<file path="src/rtl/palette_ctrl_if.sv">
// Pixel-lookup and CPU access ports of the palette controller.
// The requester side (pixel pipeline + CPU) is the master; palette_ctrl is the slave.
interface palette_ctrl_if;

  logic       pix_valid;
  logic [4:0] pix_idx;
  logic [5:0] pix_color;
  logic       pix_color_valid;
  logic       pix_drop;

  logic       cpu_req;
  logic       cpu_we;
  logic [4:0] cpu_addr;
  logic [7:0] cpu_wdata;
  logic       cpu_ack;
  logic [7:0] cpu_rdata;

  modport master (
    output pix_valid,
    output pix_idx,
    input  pix_color,
    input  pix_color_valid,
    input  pix_drop,
    output cpu_req,
    output cpu_we,
    output cpu_addr,
    output cpu_wdata,
    input  cpu_ack,
    input  cpu_rdata
  );

  modport slave (
    input  pix_valid,
    input  pix_idx,
    output pix_color,
    output pix_color_valid,
    output pix_drop,
    input  cpu_req,
    input  cpu_we,
    input  cpu_addr,
    input  cpu_wdata,
    output cpu_ack,
    output cpu_rdata
  );

endinterface

</file>
<file path="src/rtl/palette_ctrl.sv">
// PPU palette sequencer/arbiter: copies the power-on palette from ROM into a 32x6 register
// file, then grants one access per cycle to either the pixel pipeline or the CPU.
module palette_ctrl #(
  parameter int unsigned STARVE_MAX = 4
) (
  input  logic          clk,
  input  logic          rst,
  output logic [4:0]    rom_addr,
  input  logic [7:0]    rom_dout,
  output logic          init_done,
  palette_ctrl_if.slave bus
);

  localparam logic [3:0] StarveMax = 4'(STARVE_MAX);

  typedef enum logic {StInit, StRun} state_e;

  // Mirrors 0x10/0x14/0x18/0x1C onto 0x00/0x04/0x08/0x0C.
  function automatic logic [4:0] map_addr(input logic [4:0] a);
    logic [4:0] m;
    m = a;
    if (a[4] && (a[1:0] == 2'b00)) begin
      m = {1'b0, a[3:0]};
    end
    return m;
  endfunction

  // Pixel lookups additionally collapse every colour-0 slot onto the universal backdrop.
  function automatic logic [4:0] pix_map(input logic [4:0] a);
    logic [4:0] m;
    m = map_addr(a);
    if (a[1:0] == 2'b00) begin
      m = 5'h00;
    end
    return m;
  endfunction

  state_e      state_q, state_d;
  logic [4:0]  k_q, k_d;
  logic        init_done_q, init_done_d;
  logic [3:0]  wait_q, wait_d;
  logic [5:0]  pix_color_q, pix_color_d;
  logic        pix_color_valid_q, pix_color_valid_d;
  logic        pix_drop_q, pix_drop_d;
  logic        cpu_ack_q, cpu_ack_d;
  logic [7:0]  cpu_rdata_q, cpu_rdata_d;

  logic [5:0]  mem [32];

  logic        cpu_elig;
  logic        cpu_grant;
  logic        pix_grant;
  logic        pix_discard;

  logic        mem_we;
  logic [4:0]  mem_waddr;
  logic [5:0]  mem_wdata;

  logic        unused_bits;
  assign unused_bits = ^{rom_dout[7:6], bus.cpu_wdata[7:6]};

  // Sequencer and arbiter.
  always_comb begin
    state_d     = state_q;
    k_d         = k_q;
    init_done_d = init_done_q;
    rom_addr    = 5'h00;
    cpu_elig    = 1'b0;
    cpu_grant   = 1'b0;
    pix_grant   = 1'b0;
    pix_discard = 1'b0;

    unique case (state_q)
      StInit: begin
        rom_addr = k_q;
        k_d      = k_q + 5'd1;
        if (k_q == 5'd31) begin
          state_d     = StRun;
          init_done_d = 1'b1;
        end
      end
      StRun: begin
        // The CPU cannot be re-granted in its own ack cycle: the old request is still up.
        cpu_elig    = bus.cpu_req && !cpu_ack_q;
        cpu_grant   = cpu_elig && (!bus.pix_valid || (wait_q == StarveMax));
        pix_grant   = bus.pix_valid && !cpu_grant;
        pix_discard = bus.pix_valid && cpu_grant;
      end
      default: begin
        state_d = StInit;
      end
    endcase
  end

  // Starvation counter: saturates at the limit, which forces the next CPU grant.
  always_comb begin
    wait_d = wait_q;
    if (cpu_grant) begin
      wait_d = 4'd0;
    end else if (cpu_elig && (wait_q != StarveMax)) begin
      wait_d = wait_q + 4'd1;
    end
  end

  // Registered responses for both ports.
  always_comb begin
    pix_color_d       = pix_color_q;
    pix_color_valid_d = pix_grant;
    pix_drop_d        = pix_discard;
    cpu_ack_d         = cpu_grant;
    cpu_rdata_d       = cpu_rdata_q;
    if (pix_grant) begin
      pix_color_d = mem[pix_map(bus.pix_idx)];
    end
    if (cpu_grant && !bus.cpu_we) begin
      cpu_rdata_d = {2'b00, mem[map_addr(bus.cpu_addr)]};
    end
  end

  // Register-file write port: ROM copy during init, CPU writes afterwards.
  always_comb begin
    mem_we    = 1'b0;
    mem_waddr = 5'h00;
    mem_wdata = 6'h00;
    if (state_q == StInit) begin
      mem_we    = 1'b1;
      mem_waddr = map_addr(k_q);
      mem_wdata = rom_dout[5:0];
    end else if (cpu_grant && bus.cpu_we) begin
      mem_we    = 1'b1;
      mem_waddr = map_addr(bus.cpu_addr);
      mem_wdata = bus.cpu_wdata[5:0];
    end
  end

  always_ff @(posedge clk) begin
    if (rst) begin
      state_q           <= StInit;
      k_q               <= 5'h00;
      init_done_q       <= 1'b0;
      wait_q            <= 4'd0;
      pix_color_q       <= 6'h00;
      pix_color_valid_q <= 1'b0;
      pix_drop_q        <= 1'b0;
      cpu_ack_q         <= 1'b0;
      cpu_rdata_q       <= 8'h00;
    end else begin
      state_q           <= state_d;
      k_q               <= k_d;
      init_done_q       <= init_done_d;
      wait_q            <= wait_d;
      pix_color_q       <= pix_color_d;
      pix_color_valid_q <= pix_color_valid_d;
      pix_drop_q        <= pix_drop_d;
      cpu_ack_q         <= cpu_ack_d;
      cpu_rdata_q       <= cpu_rdata_d;
    end
  end

  // Contents are not reset; init rewrites every live entry.
  always_ff @(posedge clk) begin
    if (!rst && mem_we) begin
      mem[mem_waddr] <= mem_wdata;
    end
  end

  assign init_done           = init_done_q;
  assign bus.pix_color       = pix_color_q;
  assign bus.pix_color_valid = pix_color_valid_q;
  assign bus.pix_drop        = pix_drop_q;
  assign bus.cpu_ack         = cpu_ack_q;
  assign bus.cpu_rdata       = cpu_rdata_q;

endmodule

</file>
<file path="src/flat_wrapper.sv">
// flat-port wrapper written by rule: the top's interface ports become plain ports
module palette_ctrl_flat 
#(
  parameter int unsigned STARVE_MAX = 4
)
  (clk, rst, rom_addr, rom_dout, init_done, bus_pix_valid, bus_pix_idx, bus_pix_color, bus_pix_color_valid, bus_pix_drop, bus_cpu_req, bus_cpu_we, bus_cpu_addr, bus_cpu_wdata, bus_cpu_ack, bus_cpu_rdata);
  palette_ctrl_if bus_i ();
  input  logic clk;
  input  logic rst;
  output logic [4:0] rom_addr;
  input  logic [7:0] rom_dout;
  output logic init_done;
  input wire logic [$bits(bus_i.pix_valid)-1:0] bus_pix_valid;
  input wire logic [$bits(bus_i.pix_idx)-1:0] bus_pix_idx;
  output wire logic [$bits(bus_i.pix_color)-1:0] bus_pix_color;
  output wire logic [$bits(bus_i.pix_color_valid)-1:0] bus_pix_color_valid;
  output wire logic [$bits(bus_i.pix_drop)-1:0] bus_pix_drop;
  input wire logic [$bits(bus_i.cpu_req)-1:0] bus_cpu_req;
  input wire logic [$bits(bus_i.cpu_we)-1:0] bus_cpu_we;
  input wire logic [$bits(bus_i.cpu_addr)-1:0] bus_cpu_addr;
  input wire logic [$bits(bus_i.cpu_wdata)-1:0] bus_cpu_wdata;
  output wire logic [$bits(bus_i.cpu_ack)-1:0] bus_cpu_ack;
  output wire logic [$bits(bus_i.cpu_rdata)-1:0] bus_cpu_rdata;
  assign bus_i.pix_valid = bus_pix_valid;
  assign bus_i.pix_idx = bus_pix_idx;
  assign bus_pix_color = bus_i.pix_color;
  assign bus_pix_color_valid = bus_i.pix_color_valid;
  assign bus_pix_drop = bus_i.pix_drop;
  assign bus_i.cpu_req = bus_cpu_req;
  assign bus_i.cpu_we = bus_cpu_we;
  assign bus_i.cpu_addr = bus_cpu_addr;
  assign bus_i.cpu_wdata = bus_cpu_wdata;
  assign bus_cpu_ack = bus_i.cpu_ack;
  assign bus_cpu_rdata = bus_i.cpu_rdata;
  palette_ctrl #(.STARVE_MAX(STARVE_MAX)) u_core (.clk(clk), .rst(rst), .rom_addr(rom_addr), .rom_dout(rom_dout), .init_done(init_done), .bus(bus_i));
endmodule
</file>
<file path="config.mk">
export PLATFORM = sky130hd
export DESIGN_NAME = palette_ctrl_flat
export DESIGN_NICKNAME = d
export VERILOG_FILES = /design/src/rtl/palette_ctrl_if.sv /design/src/rtl/palette_ctrl.sv /design/src/flat_wrapper.sv
export SDC_FILE = /design/constraint.sdc
export NUM_CORES = 1
export LEC_CHECK = 0
export CORE_MARGIN = 3
export CORE_UTILIZATION = 56
export CTS_BUF_LIST = sky130_fd_sc_hd__clkbuf_2
export DETAILED_ROUTE_END_ITERATION = 8
export PLACE_DENSITY_LB_ADDON = 0.05
export SLEW_MARGIN = 20
export SYNTH_ARGS = -nofsm -noshare
export SYNTH_HDL_FRONTEND = slang
export SYNTH_SLANG_ARGS = --single-unit
</file>
<file path="constraint.sdc">
create_clock -name clk -period 2.3 [get_ports clk]
set_clock_uncertainty 0.2 [all_clocks]
set_input_delay 0.23 -clock clk [delete_from_list [all_inputs] [get_ports clk]]
set_output_delay 0.23 -clock clk [all_outputs]
set_load 0.01 [all_outputs]
</file>
# == After elaboration in Yosys (flattened, before gate mapping) ==
# Memories as Yosys holds them, arrays and structs flattened. A register that Yosys moved wholly into a read port is not among the register bits.
# Index checks and enable logic that the tools add are counted.
# word_totals
reg_bits,14
ramBits,192
inputBits,31
out_inout_bits,23
word_cells,57
memories,1
# mem_list
name,depth,word_bits,read_ports,rd_clocked_by_memory_dff,write_ports,line_no,rtl
u_core.mem,32,6,2,2,1,palette_ctrl.sv:48,logic [5:0] mem [32];
# op_classes
addsub,2
n_eq_ne,3
muxes,20
bitwise,1
reduce_logical,23
# op_table
operator,count
$mux W5,9
$mux W6,2
$logic_and A1 B1 Y1,11
$mux W1,9
$logic_not A2 Y1,3
$add A5 B1 Y5 const B,1
$eq A5 B5 Y1 const B,1
$logic_not A1 Y1,5
$add A4 B1 Y4 const B,1
$eq A4 B3 Y1 const B,1
$ne A4 B3 Y1 const B,1
$reduce_or A2 Y1,2
$reduce_and A2 Y1,1
$logic_or A1 B1 Y1,1
$not A1 Y1,1

# == Longest topological paths before layout ==
# Gate-level depths: netlist (run 1).
# depth
word_depth,10
ltp_mapped,8
depth_no_buf,7

# == Worst setup path after synthesis (run 1) ==
# Ideal clock, no wire load.
# synth_timing
kind,register to register
from,reg u_core.wait_q[0]
to,mem u_core.mem[16][0] (enable)
setup_ns,0.350
arrival_ns,1.862
t_required_ns,1.750
slack_ns,-0.112
path_stages_with_launch,8
path_buffers,0
period_less_slack_ns,2.412
cell_sequence,dfxtp_1 -> inv_1 -> ha_1 -> nand3b_1 -> a2111oi_4 -> o221a_2 -> nand3_1 -> nor2_1
# synth_via
elab_chain_len,10
elab_cells_between_ends,12
classes_between,1 x eq/ne; 7 x mux; 4 x reduce/logical
# synth_lines
element,line_no,rtl
start: declaration,palette_ctrl.sv:41,"logic [3:0] wait_q, wait_d;"
start signal: assignment,palette_ctrl.sv:151,wait_q <= wait_d;
$eq A4 B3 Y1 *,palette_ctrl.sv:85,cpu_grant = cpu_elig && (!bus.pix_valid || (wait_q == StarveMax));
$logic_or A1 B1 Y1 *,palette_ctrl.sv:85,
$logic_and A1 B1 Y1 *,palette_ctrl.sv:85,
$mux W1 *,palette_ctrl.sv:73,unique case (state_q)
$logic_and A1 B1 Y1 *,palette_ctrl.sv:129,end else if (cpu_grant && bus.cpu_we) begin
$mux W1,palette_ctrl.sv:129,
$mux W1,palette_ctrl.sv:125,if (state_q == StInit) begin
$logic_and A1 B1 Y1,palette_ctrl.sv:162,if (!rst && mem_we) begin
$mux W1,palette_ctrl.sv:162,
$mux W1 (implied by the code),palette_ctrl.sv:163,mem[mem_waddr] <= mem_wdata;
end: declaration,palette_ctrl.sv:48,
# Every way passes the cells marked *; elsewhere a longest branch is shown, timed or not.

# == Worst setup path after layout (run 1) ==
# layout_timing
from,reg u_core.wait_q[0]
to,mem u_core.mem[12][4] (enable)
# The elaborated chain is that of the path after synthesis.

==> results by group, run 1 <==
Run status
  • Status: finished with violations
  • Failing checks: negative setup slack

Die
  • Chip Width: 142 um
  • Area of the core: 17700 sq um
  • I/O pin count: 54
  • Die height: 142 um
  • Starting Density: 58.3%
  • Row cnt: 48
  • Die ar.: 20000 sq um

Setup path
  • Worst Path Required: 2.62 ns
  • Top cell family by delay on the critical path: compound AO/OA/AOI/OAI gates
  • Crit-path max FO: 6
  • Buf/Inv on CP: 4
  • Critical path class: flop to flop
  • CP cell instances: inv_2 > ha_4 > and3b_2 > o211ai_1 > a2111oi_4 > buf_6 > nand3_2 > buf_6 > nor2_4 > buf_6
  • Type of element launching the critical path: flop
  • Most used cell, CP: buf_6
  • Crit-path max cell delay: between 0.3 and 0.4 ns
  • CP Capture Type: flop
  • CP max stage cell: a2111oi_4
  • Crit path DAT: 2.83 ns

Detailed routing
  • Post-Route WL: 33.0 mm
  • Drt drc: 0
  • DR vias: 7946
  • Antenna viol nets, final: 0
  • First-pass DRT Iterations: 6
  • Routed vias/inst: 6.50
  • DR WL/cell: 27.0 um
  • 1st-iter DRT viols: 1148

STA
  • Crit path setup slack, layout: -0.212 ns
  • Final Max Slew Viols: 0
  • Final min period: 2.51 ns
  • RSZ-0062 raised after global routing: yes
  • Final hold vios: 0
  • Hold Slack: roughly 0.063 ns
  • Worst Max-Slew Pin Slew: just under 0.6 ns
  • Final period utilization: 109%
  • Max Freq: 398 MHz
  • Setup Viol. Count Final: 186
  • Max_slew headroom: 61.1%

Min path
  • HP Class: input port to flop

Synthesis
  • Mapped cell area: 10300 sq um
  • Netlist cell types: 58
  • Syn Inst Count: approximately 760
  • EDFF count, synth: 186
  • Top_reg_cell synth: edfxtp_1
  • Post-synthesis average cell area: 13.6 sq um
  • Yosys warns: 0
  • Sequential-to-total area share from yosys stat: between 50% and 60%
  • Yosys reg bits: 212
  • Ys async rst share: 0%

Clocking
  • Clock sink total: roughly 210
  • Latest clock arrival within the worst-skew pair: 0.86 ns
  • Worst-path clk slew: 0.12 ns
  • CTS Buf Count: 53
  • Root Buffer: clkbuf_2
  • CTS tree: yes
  • H-tree depth: 2
  • Max clock buf depth: 3

Power
  • Pwr dens: 608 nW/um^2
  • Worst vdd ir: between 0.0005 and 0.0006 V
  • Pleak: ~4.7 nW

Placed design
  • Post-DP HPWL: around 23 mm
  • Placed instance area: about 12000 sq um
  • RD Place Congestion: 0.992
  • Port Buffers: 47
  • Pre-CTS setup slack: -0.566 ns
  • Post-Place Cells: 1115

Final layout
  • Area delta synth->final: 26.9%
  • Nets@finish: 987
  • Design area: around 13000 sq um
  • Most frequent cells in the layout: 186 x edfxtp_1, 98 x buf_4, 80 x clkbuf_2, 36 x clkdlybuf4s50_1, 35 x mux2i_1
  • Commonest non-fill, non-tap cell in the layout: edfxtp_1
  • Final core occ: 73.9%
  • Layout cells sized above 1: 38.6%
  • Final std cells w/o fill: 1222

Flow run
  • Max cap viols: 0

Global routing
  • Global-route wire length before repair: 49.2 mm
  • Largest net degree at the start of global routing: 32
  • Antenna violations before repair: 1
  • All-Layer GR Usage: 33.1%
  • Grt ovf: 0
  • Vias in the first global route: approximately 8k
## registers in the layout (all words and copies together), names as in the netlist
name                        count
u_core.wait_q                   4
u_core.bus.cpu_rdata            6
u_core.mem                    186
u_core.k_q                      5
u_core.bus.cpu_ack              1
u_core.bus.pix_color            6
u_core.bus.pix_drop             1
u_core.init_done                1
u_core.bus.pix_color_valid      1
u_core.state_q                  1
## metrics by stage
step                      power, mW  TNS, ns
after CTS                      7.93   -17.47
after global routing           8.23   -37.28
final                          7.94   -25.68
after global placement         5.21   -66.57
after detailed placement       5.23   -84.78
after floorplan                4.79   -12.03
## final timing paths
kind | from | endpoint | slack (ns) | cells after the start
worst min register to register | u_core.init_done | u_core.init_done | 0.29 | 2
worst max-delay path | u_core.wait_q[0] | u_core.mem[12][4] | -0.21 | 10
worst min-delay path | bus_cpu_addr[2] | u_core.bus.cpu_rdata[0] | 0.06 | 5
worst max register to register | u_core.wait_q[0] | u_core.mem[12][4] | -0.21 | 10
## repair_timing
item,CTS,global route
hold buffers,5,0
endpoints found under the setup margin,192,192
gates resized for setup,108,55
pin swaps,23,18
setup buffers,4,7
hold endpoints to repair,6,0
## metal layers
metal / vias up / track usage (%) / part of all wire [%]
li1: 3460 / - / -
met1: 3874 / 45.8 / 40
met2: 520 / 50.0 / 46
met3: 92 / 9.57 / 9.9
met4: 0 / 12.6 / 3.7
met5: - / 0 / 0
## power by group
part	switching [mW]	total (mW)	internal [mW]
clock	1.53	2.70	1.16
sequential	0.0147	4.22	4.20
combinational	0.582	1.02	0.443
## cell type report
| cell class | count | area (sq um) |
|---|---|---|
| inverters | 24 | 90.1 |
| repair buffers | 191 | 1800 |
| multi-input cells | 469 | 4240 |
| flip-flops and latches | 212 | 6110 |
| diodes | 2 | 5.00 |
| clock buffers | 80 | 400 |
| fillers | 1162 | 4600 |
| clock inverters | 19 | 130 |
| well taps | 225 | 282 |
## Yosys cell counts, types with 3 or more instances
| library cell | instances | area [sq um] |
|---|---|---|
| buf_6 | 3 | 33.8 |
| buf_2 | 16 | 80.1 |
| nand2b_1 | 10 | 62.6 |
| and3b_1 | 3 | 26.3 |
| nor2b_1 | 11 | 68.8 |
| a21o_1 | 8 | 60.1 |
| a221oi_1 | 18 | 158 |
| or2_2 | 6 | 37.5 |
| o2bb2ai_1 | 6 | 52.6 |
| clkbuf_1 | 22 | 82.6 |
| nand3_1 | 20 | 100 |
| mux2i_1 | 35 | 350 |
| dfxtp_1 | 26 | 521 |
| buf_1 | 5 | 18.8 |
| mux2_2 | 24 | 270 |
| o21a_1 | 8 | 60.1 |
| a211o_1 | 3 | 26.3 |
| inv_1 | 23 | 86.3 |
| or3b_2 | 6 | 52.6 |
| mux4_2 | 33 | 743 |
| mux4_1 | 3 | 78.8 |
| buf_4 | 6 | 45.0 |
| o21ai_0 | 24 | 120 |
| a22oi_1 | 13 | 97.6 |
| nand2_1 | 31 | 116 |
| xor2_1 | 3 | 26.3 |
| edfxtp_1 | 186 | 5590 |
| a21oi_1 | 35 | 175 |
| nor2_1 | 57 | 214 |
| a31oi_1 | 10 | 62.6 |
| a22o_1 | 7 | 61.3 |
| o2111ai_1 | 6 | 52.6 |
| a32oi_1 | 7 | 61.3 |
| o221ai_1 | 5 | 43.8 |
| nor3_1 | 6 | 30.0 |
| o22ai_1 | 15 | 93.8 |
| ha_1 | 5 | 62.6 |
| o211ai_1 | 16 | 120 |
| a211oi_1 | 12 | 90.1 |
## tightest hold or removal path, delay by kind of cell
kind	cells	cell delay (ns)
compound gates	2	0.27
buf+inv	1	0.29
mux	1	0.21
simple gates	1	0.07
## kinds of logic (layout without fill, tap and decap cells)
logic type               count (synthesis)  after routing  synth area share [%]
AND/OR/NAND/NOR                        156            156                  7.27
flip-flops                             212            212                  59.4
buffers and inverters                   78            314                  3.75
adder cells (fa/ha/maj)                  5              5                 0.608
AO/OA/AOI/OAI                          206            206                  14.5
XOR/XNOR                                 5              5                 0.426
multiplexers                            95             95                  14.0
other                                    1              4                0.0365
(Power assumes the default switching activity.)
==> run 2, diff against run 1 <==
Settings changed: CELL_PAD_IN_SITES_DETAIL_PLACEMENT from default to 1, CELL_PAD_IN_SITES_GLOBAL_PLACEMENT from default to 1, CORE_UTILIZATION 56 to 47.
==> run 2 against run 1 <==
  * Count of clock-buffer cells in the layout decreased by 2
  * Power fell by 0.82%
  * The flow still finishes with violations (negative setup slack)
  * Final cell count grew 4.1%
  * Routed wire length up 9.7%
  * Register-to-register slack hardly changed
  * Global-route usage decreased by 4.2 points
  * Core utilization shrank 12 points
  * Sequential power about the same
  * Cell area increased by 1.1%
==> results by group, run 2 (synthesis gave the netlist of run 1 again) <==
Clocking
  • Latest clock arrival within the worst-skew pair: 0.80 ns (-0.06 ns)
  • Clock sink total: 212 (unchanged)
  • Max clock buf depth: 3 (unchanged)
  • Root Buffer: clkbuf_2
  • Worst-path clk slew: 0.12 ns (about the same)
  • H-tree depth: 2 (unchanged)
  • CTS Buf Count: 54 (+1.9%)
  • CTS tree: yes

Final layout
  • Max reg flops: 186 (unchanged)
  • Nets@finish: 991 (+0.41%)
  • Area delta synth->final: 28.4%
  • Commonest non-fill, non-tap cell in the layout: edfxtp_1
  • Design area: 13200 sq um (+1.1%)
  • Multi-input gate area: 4230 sq um (-0.27%)
  • FF+latch area: 6120 sq um (about the same)
  • Number of fill cells: 2090 (+80%)
  • # diodes: 0 (-2)
  • Top reg by flops: u_core.mem
  • Most frequent cells in the layout: 186 x edfxtp_1, 93 x buf_4, 80 x clkbuf_2, 35 x a21oi_1, 35 x mux2i_1
  • Layout cells sized above 1: 37.9% (-0.68 points)
  • Final std cells w/o fill: 1272 (+4.1%)
  • Final core occ: 62.0% (-12 points)

STA
  • Hold Slack: 0.0928 ns (+0.0295 ns)
  • Worst Max-Slew Pin Slew: 0.587 ns (+0.00348 ns)
  • Setup Viol. Count Final: 186 (unchanged)
  • Final Max Slew Viols: 0 (unchanged)
  • RSZ-0062 raised after global routing: yes
  • Final period utilization: 110% (+0.46 points)
  • Sum Neg Setup Slack: -28.53 ns (-2.85 ns)
  • Max_slew headroom: 60.9% (-0.23 points)
  • Max Freq: 396 MHz (-0.42%)
  • Final min period: 2.52 ns (+0.0107 ns)
  • Crit path setup slack, layout: -0.223 ns (-0.0107 ns)
  • Final hold vios: 0 (unchanged)

Detailed routing
  • Drt drc: 0 (unchanged)
  • Post-Route WL: 36.2 mm (+9.7%)
  • First-pass DRT Iterations: 5 (-1)
  • Antenna viol nets, final: 0 (unchanged)
  • DR WL/cell: 28.5 um (+5.4%)
  • 1st-iter DRT viols: 780 (-32%)
  • Routed vias/inst: 6.29 (-3.3%)
  • DR vias: 7999 (+0.67%)

Setup path
  • CP cell instances: inv_2 > ha_4 > and3b_2 > o211ai_1 > buf_4 > o22ai_2 > buf_6 > buf_12 > nand3_2 > buf_6 > nor2_4 > buf_6
  • Critical path class: flop to flop
  • Most used cell, CP: buf_6
  • Crit path DAT: 2.87 ns (+0.04 ns)
  • Top cell family by delay on the critical path: buffers and inverters
  • Type of element launching the critical path: flop
  • Crit-path max cell delay: 0.35 ns (-0.02 ns)
  • CP max stage cell: dfxtp_2
  • Worst Path Required: 2.64 ns (+0.02 ns)
  • Buf/Inv on CP: 6 (+2)
  • CP Capture Type: flop
  • Crit-path max FO: 6 (unchanged)

Global routing
  • All-Layer GR Usage: 28.8% (-4.2 points)
  • Largest net degree at the start of global routing: 35 (+9.4%)
  • Global-route wire length before repair: 51.3 mm (+4.3%)
  • Antenna violations before repair: 1 (unchanged)
  • Vias in the first global route: 8401 (+4.9%)
  • Grt ovf: 0 (unchanged)

Run status
  • Failing checks: negative setup slack
  • Status: finished with violations

Placed design
  • Placed instance area: 12000 sq um (+0.50%)
  • Port Buffers: 47 (unchanged)
  • Post-DP HPWL: 24.5 mm (+5.5%)
  • RD Place Congestion: 0.906 (-8.7%)
  • Pre-CTS setup slack: -0.492 ns (+0.0745 ns)
  • Post-Place Cells: 1158 (+3.9%)

Die
  • Die height: 154 um (+8.8%)
  • Row cnt: 53 (+10%)
  • Chip Width: 154 um (+8.8%)
  • Die ar.: 23700 sq um (+18%)
  • Area of the core: 21300 sq um (+21%)
  • I/O pin count: 54 (unchanged)
  • Starting Density: 48.3% (-9.9 points)

Power
  • Worst vdd ir: 0.000352 V (-36%)
  • Pwr dens: 597 nW/um^2 (-1.9%)
  • Overall power: 7.88 mW (-0.82%)
  • Pleak: 4.73 nW (+1.5%)

Flow run
  • Max cap viols: 0 (unchanged)

Min path
  • HP Class: input port to flop
==> run 2: changes by cell type in the layout (fill, tap and decap cells not counted), sizes merged <==
cell / previous run / this run
dlymetal6s2s: 0 / 2
clkdlybuf4s15: 1 / 0
inv: 25 / 24
bufinv: 2 / 1
clkinv: 16 / 19
dlygate4sd3: 5 / 8
clkbuf: 80 / 84
diode: 2 / 0
buf: 148 / 143
clkdlybuf4s50: 36 / 34
==> run 2: worst paths after layout <==
kind / from / to / slack [ns] / depth (start not counted)
worst min-delay path: bus_pix_idx[0] / u_core.bus.pix_color[1] / 0.09 / 5
worst min register to register: u_core.bus.pix_color[1] / u_core.bus.pix_color[1] / 0.31 / 2
worst max register to register: u_core.wait_q[1] / u_core.mem[13][0] / -0.22 / 12
worst max-delay path: u_core.wait_q[1] / u_core.mem[13][0] / -0.22 / 12
==> run 2: layout make-up <==
class	count	share of cell area [%]
Clock buffer	78	2.96
Inverter	24	0.682
Sequential cell	212	46.3
Multi-Input combinational cell	469	32.0
Clock inverter	20	0.796
Tap cell	275	2.61
Timing Repair Buffer	194	14.6
==> run 2: power breakdown <==
part	internal (mW)	total (mW)	switching, mW
Sequential	4.20	4.22	0.0153
Clock	1.03	2.59	1.57
Combinational	0.453	1.06	0.611
==> run 2: timing repair <==
action | CTS | global route
hold endpoints to repair | 11 | 0
resized for setup | 110 | 46
endpoints found under the setup margin | 200 | 336
hold buffers | 8 | 0
cloned | 0 | 4
setup buffers | 4 | 3
pin swaps | 21 | 8
==> run 2: routing by layer <==
metal / GRT usage [%] / routed length (um)
met5: 0 / 13
met1: 37.6 / 14500
met2: 48.5 / 18300
met4: 10.4 / 1010
met3: 5.52 / 2390
==> run 2: worst reg2reg max path, cell delays in order, from the launching register on <==
cell and delay [ns]:
dfxtp_2 0.35, inv_2 0.05, ha_4 0.16, and3b_2 0.22, o211ai_1 0.35, buf_4 0.21
o22ai_2 0.07, buf_6 0.14, buf_12 0.12, nand3_2 0.07, buf_6 0.15, nor2_4 0.04
buf_6 0.14
